--- config.mk ---
export PLATFORM = sky130hd
export DESIGN_NAME = vga_scene_render
export DESIGN_NICKNAME = d
export VERILOG_FILES = /design/src/rtl/vga_scene_render.sv
export SDC_FILE = /design/constraint.sdc
export NUM_CORES = 1
export LEC_CHECK = 0
export ABC_AREA = 1
export BUFFER_PORTS_ARGS = -buffer_cell sky130_fd_sc_hd__buf_2
export CORE_UTILIZATION = 56
export DETAILED_ROUTE_END_ITERATION = 8
export PLACE_DENSITY = 0.8
export REMOVE_ABC_BUFFERS = 1
export SETUP_SLACK_MARGIN = 0.02
export SYNTH_ARGS = -nofsm -noshare
export SYNTH_HDL_FRONTEND = slang
export SYNTH_SLANG_ARGS = --single-unit
--- constraint.sdc ---
create_clock -name clk_50m -period 3.85 [get_ports clk_50m]
set_clock_uncertainty 0.05 [all_clocks]
set_input_delay 0.385 -clock clk_50m [delete_from_list [all_inputs] [get_ports clk_50m]]
set_output_delay 0.385 -clock clk_50m [all_outputs]
set_load 0.01 [all_outputs]
--- src/rtl/vga_scene_render.sv ---
// Scene renderer for a 800x600 VGA stream: two-stage pixel pipeline that
// paints a screen border, one rectangular object and a background, with the
// object position updated only at frame boundaries to avoid tearing.
module vga_scene_render #(
  parameter int          OBJ_W        = 32,
  parameter int          OBJ_H        = 32,
  parameter logic [11:0] BG_COLOR     = 12'h000,
  parameter logic [11:0] OBJ_COLOR    = 12'hF00,
  parameter logic [11:0] BORDER_COLOR = 12'hFFF
) (
  input  logic        clk_50m,
  input  logic        rst,
  input  logic        valid,
  input  logic [10:0] xpos,
  input  logic [10:0] ypos,
  input  logic        hsync_in,
  input  logic        vsync_in,
  input  logic [10:0] pos_x,
  input  logic [10:0] pos_y,
  input  logic        pos_wr,
  output logic        pos_busy,
  output logic        hsync,
  output logic        vsync,
  output logic [11:0] rgb,
  output logic [15:0] frame_cnt
);

  typedef enum logic {IDLE, PENDING} state_t;

  state_t      state_reg, state_next;
  logic [10:0] act_x_reg, act_x_next, act_y_reg, act_y_next;
  logic [10:0] shadow_x_reg, shadow_x_next, shadow_y_reg, shadow_y_next;
  logic [15:0] frame_cnt_reg;

  // stage 1
  logic        valid_s1_reg, hsync_s1_reg, vsync_s1_reg, hit_s1_reg;
  logic [10:0] x_s1_reg, y_s1_reg;
  // stage 2
  logic        hsync_s2_reg, vsync_s2_reg;
  logic [11:0] rgb_reg, rgb_next;

  logic        boundary;
  logic        border_s1;
  logic [1:0]  axis_hit;
  logic [10:0] pix_pos   [2];
  logic [10:0] act_pos   [2];
  logic [10:0] req_pos   [2];
  logic [10:0] clamp_pos [2];

  assign pix_pos[0] = xpos;
  assign pix_pos[1] = ypos;
  assign act_pos[0] = act_x_reg;
  assign act_pos[1] = act_y_reg;
  assign req_pos[0] = pos_x;
  assign req_pos[1] = pos_y;

  // Per-axis object hit test and request clamp (axis 0 = x, axis 1 = y).
  // The end coordinate is formed 12 bits wide so a large position cannot wrap.
  genvar gi;
  generate
    for (gi = 0; gi < 2; gi++) begin : g_axis
      localparam logic [11:0] SIZE  = 12'((gi == 0) ? OBJ_W : OBJ_H);
      localparam logic [10:0] LIMIT = 11'((gi == 0) ? (800 - OBJ_W) : (600 - OBJ_H));
      logic [11:0] act_end;
      assign act_end       = {1'b0, act_pos[gi]} + SIZE;
      assign axis_hit[gi]  = (pix_pos[gi] >= act_pos[gi]) && ({1'b0, pix_pos[gi]} < act_end);
      assign clamp_pos[gi] = (req_pos[gi] > LIMIT) ? LIMIT : req_pos[gi];
    end
  endgenerate

  // The stage-1 vsync register doubles as the previous-vsync copy for edge detection.
  assign boundary = vsync_s1_reg & ~vsync_in;

  // Stage 1: capture pixel coordinates, syncs and the object hit.
  always_ff @(posedge clk_50m or posedge rst) begin
    if (rst) begin
      valid_s1_reg <= 1'b0;
      x_s1_reg     <= '0;
      y_s1_reg     <= '0;
      hsync_s1_reg <= 1'b1;
      vsync_s1_reg <= 1'b1;
      hit_s1_reg   <= 1'b0;
    end else begin
      valid_s1_reg <= valid;
      x_s1_reg     <= xpos;
      y_s1_reg     <= ypos;
      hsync_s1_reg <= hsync_in;
      vsync_s1_reg <= vsync_in;
      hit_s1_reg   <= &axis_hit;
    end
  end

  assign border_s1 = (x_s1_reg == 11'd0) || (x_s1_reg == 11'd799) ||
                     (y_s1_reg == 11'd0) || (y_s1_reg == 11'd599);

  // Colour selection: blanking, then border, then object, then background.
  always_comb begin
    rgb_next = BG_COLOR;
    if (!valid_s1_reg)   rgb_next = 12'h000;
    else if (border_s1)  rgb_next = BORDER_COLOR;
    else if (hit_s1_reg) rgb_next = OBJ_COLOR;
  end

  // Stage 2: registered colour and syncs, aligned with each other.
  always_ff @(posedge clk_50m or posedge rst) begin
    if (rst) begin
      rgb_reg      <= 12'h000;
      hsync_s2_reg <= 1'b1;
      vsync_s2_reg <= 1'b1;
    end else begin
      rgb_reg      <= rgb_next;
      hsync_s2_reg <= hsync_s1_reg;
      vsync_s2_reg <= vsync_s1_reg;
    end
  end

  // Update FSM next state: capture a request when idle, commit it at the next boundary.
  always_comb begin
    state_next    = state_reg;
    act_x_next    = act_x_reg;
    act_y_next    = act_y_reg;
    shadow_x_next = shadow_x_reg;
    shadow_y_next = shadow_y_reg;
    case (state_reg)
      IDLE: begin
        if (pos_wr) begin
          shadow_x_next = clamp_pos[0];
          shadow_y_next = clamp_pos[1];
          state_next    = PENDING;
        end
      end
      PENDING: begin
        if (boundary) begin
          act_x_next = shadow_x_reg;
          act_y_next = shadow_y_reg;
          state_next = IDLE;
        end
      end
      default: state_next = IDLE;
    endcase
  end

  // Update FSM state, position registers and frame counter.
  always_ff @(posedge clk_50m or posedge rst) begin
    if (rst) begin
      state_reg     <= IDLE;
      act_x_reg     <= '0;
      act_y_reg     <= '0;
      shadow_x_reg  <= '0;
      shadow_y_reg  <= '0;
      frame_cnt_reg <= '0;
    end else begin
      state_reg     <= state_next;
      act_x_reg     <= act_x_next;
      act_y_reg     <= act_y_next;
      shadow_x_reg  <= shadow_x_next;
      shadow_y_reg  <= shadow_y_next;
      if (boundary) frame_cnt_reg <= frame_cnt_reg + 16'd1;
    end
  end

  assign pos_busy  = (state_reg == PENDING);
  assign hsync     = hsync_s2_reg;
  assign vsync     = vsync_s2_reg;
  assign rgb       = rgb_reg;
  assign frame_cnt = frame_cnt_reg;

endmodule

==> parameters.txt <==
Parameter                              Value

Min path
  Hold WC Path Type ... primary input to flip-flop
  Worst Hold Path EP ... hsync_s1_reg$_DFF_PP1_
  Cells on Worst Hold Path ... 1
  Hold path start ... hsync_in

Clock network
  Num Clock Sinks ... 91
  Post-CTS repair timing setup buffer count ... 0
  Post-CTS sizing ... 0
  TritonCTS clock tree ... built
  Clock latency reported for the late side of the worst-skew pair ... between 300 and 400 ps
  Maximum number of buffers from clock root to sink ... 2
  Count of H-tree levels built during CTS ... 3
  Clock transition at the registers of the reported paths ... approximately 90 ps
  Num CTS Buffers ... 9
  CTS Root Buffer Type ... clkbuf_8
  Post-CTS Hold Fix Bufs ... 0

Synthesis
  Seq cells post-synth ... between 90 and 100
  Leading register cell type out of synthesis ... dfrtp_1
  Mean post-synth cell area ... 8.71 µm²
  Async S/R FF share, synth ... 100%
  Yosys warning count ... 0
  EDFF count, synth ... 0
  Netlist Area Pre-Place ... between 0.004 and 0.005 mm²
  Sequential cell area fraction in the yosys report ... 48.6%
  Number of distinct standard cells referenced by the synthesized netlist ... 36
  Number of cells produced by synthesis ... about 540

Worst setup path
  FF-to-FF path depth ... 11
  Required time at the endpoint of the critical path ... around 4100 ps
  Startpoint type of the worst setup path ... flip-flop
  Arr. time, crit path ... ~2300 ps
  FF-to-FF End ... hit_s1_reg$_DFF_PP0_
  Kind of end point of the critical path ... flip-flop
  Origin of the critical flop-to-flop path ... act_x_reg[5]$_DFFE_PP0P_
  Setup slack of the worst register-to-register path ... 1800 ps
  Kind of critical path ... flip-flop to flip-flop
  Maximum net fanout on the critical path ... 4

STA
  Maximum clock frequency ... 0.489 GHz
  RSZ-0062 raised after global routing ... no
  Count of final hold-check violations ... 0
  Final worst path period share ... ~53%
  Tightest Pin Transition ... 1070 ps
  Headroom to the max-slew limit ... 28.7%
  Clock period minus final worst setup slack ... approximately 2000 ps
  Pins over their slew limit ... 0
  Final total negative setup slack ... 0 ps
  Number of endpoints failing setup at the final stage ... 0

Final layout
  Layout cell share with drive strength beyond 1 ... between 15 and 20%
  Post-route insts no fill ... just over 700
  Largest register FFs ... 16
  Fillcell total ... 660
  Register area ... around 0.0023 mm²
  Leading cell type in the layout, fill and taps excluded ... nand2_1
  Area Growth Syn to Fin ... 14.3%
  Total Nets Final ... 702
  Count of inserted antenna diode cells ... 0
  Final design area excluding fillers ... ~0.0054 mm²
  Area used by multi-input combinational logic ... 0.00203 mm²
  Most used cells in the layout excluding fill and tap cells ... nand2_1 (134), dfrtp_1 (87), buf_2 (80)

Power
  Maximum resistive drop on vdd ... between 300 and 400 µV
  Leakage dissipation ... between 2 and 3 nW
  Power per unit of standard cell area ... slightly above 500 mW/mm²

Detailed routing
  ANT nets after route ... 0
  Via-to-Cell Ratio ... slightly above 5
  Routed vias ... roughly 3700
  Pre-antenna DRT Iters ... 4
  Average wire per cell in the routed design ... between 10 and 15 µm
  Residual DRC count ... 0
  Initial detailed-routing violation count ... approximately 140
  Final Routed Wirelength ... 9270 µm

Floorplan
  Placeable core region ... about 0.008 mm²
  Vert. Die Dim ... 93.5 µm
  Number of rows in the core area ... 33
  Initial core utilization ... between 50 and 60%
  I/O pin total ... 81
  Die area ... 0.00875 mm²
  Die Wd ... slightly above 90 µm

Placed design
  DP Wirelength ... around 7000 µm
  Last weighted congestion value of the routability-driven placer ... roughly 0.90
  Post-Place Cell Area ... between 0.005 and 0.006 mm²
  Inst Count DP ... 709
  Number of buffer cells added on primary ports ... 80

GRT
  Vias in the first global route ... 3786
  Initial antenna violation count ... 0
  Wire length of the first global-routing pass ... approximately 16000 µm
  Remaining global-route overflow ... 0
  Total Routing Usage GR ... 24.1%
  Pin count of the biggest net entering global routing ... between 90 and 100

Job
  Number of maximum-capacitance violations ... 0

Outcome
  Outcome ... complete, no violations
logic make-up after synthesis:
group                      after synthesis  share of synthesized area [%]
buffers and inverters                   91                           8.16
adders and majority gates               37                           9.86
and+or+nand+nor                        244                           23.0
DFF                                     91                           48.6
xor gates and xnor gates                21                           4.08
AOI/OAI and AO/OA                       55                           6.27
Yosys cell counts, types with 3 or more instances:
cell type  count  area (µm²)
dfrtp_1       87        2180
inv_1         72         270
nand3_1       28         140
buf_4         10        75.1
nor2_4         3        33.8
nand2_2        4        25.0
nor4_1         3        18.8
ha_1          37         463
nand2_1      134         503
o21ai_0       30         150
xor2_1        12         105
a21oi_1       16        80.1
buf_2          3        15.0
clkbuf_1       4        15.0
xnor2_1        8        70.1
nor3_1         6        30.0
nand4_1        6        37.5
nor2_2         4        25.0
dfstp_2        4         105
nor2_1        46         173
metrics by stage:
step | utilization, % | setup slack, ps | total power, W | hold slack (ps)
after global placement | 62.8 | 2050 | 0.00197 | 297
after floorplan | - | 1060 | 0.00179 | 295
after CTS | 65.6 | 1830 | 0.00278 | 53.8
after global routing | 65.6 | 1590 | 0.00296 | 49.8
after detailed placement | 62.8 | 1860 | 0.00204 | 297
final | 65.6 | 1800 | 0.00276 | 64.4
report_power, final:
group          switching (W)  internal (W)  total [W]
Clock               0.000322      0.000400   0.000722
Sequential          0.000124       0.00112    0.00125
Combinational       0.000479      0.000318   0.000797
Total               0.000925       0.00184    0.00276
final cells by class:
type                            instances  area share [%]
Clock inverter                          4            1.35
Inverter                               74            5.20
Tap cell                              105            2.45
Multi-Input combinational cell        357            37.8
Clock buffer                           12            2.89
Timing Repair Buffer                   82            7.74
Sequential cell                        91            42.5
worst max path at each step:
stage | slack [ps] | end | startpoint | cells past startpoint
4_1_cts | 1830 | hit_s1_reg$_DFF_PP0_ | act_x_reg[5]$_DFFE_PP0P_ | 11
6_report | 1800 | hit_s1_reg$_DFF_PP0_ | act_x_reg[5]$_DFFE_PP0P_ | 11
5_1_grt | 1590 | hit_s1_reg$_DFF_PP0_ | act_x_reg[5]$_DFFE_PP0P_ | 11
3_3_place_gp | 2050 | hit_s1_reg$_DFF_PP0_ | act_x_reg[5]$_DFFE_PP0P_ | 11
3_5_place_dp | 1860 | hit_s1_reg$_DFF_PP0_ | act_x_reg[5]$_DFFE_PP0P_ | 11
2_1_floorplan | 1060 | act_x_reg[0]$_DFFE_PP0P_ | rst | 1
routing by layer:
layer	global-route usage, %	share of wire, %
met1	29.0	42
met2	41.4	50
met3	4.63	5.3
met4	11.5	2.9
met5	0	0
worst max-delay path, cell delays in order, from the launching register on:
cell,delay (ps)
dfrtp_1,400
ha_1,210
nand2_1,60
nor2_1,170
xor2_1,230
ha_1,290
a21oi_1,140
nand3b_1,110
nand3_1,60
nor2_1,80
nand2_1,50
nor2_1,110
Power figures use the tool's default switching activity.
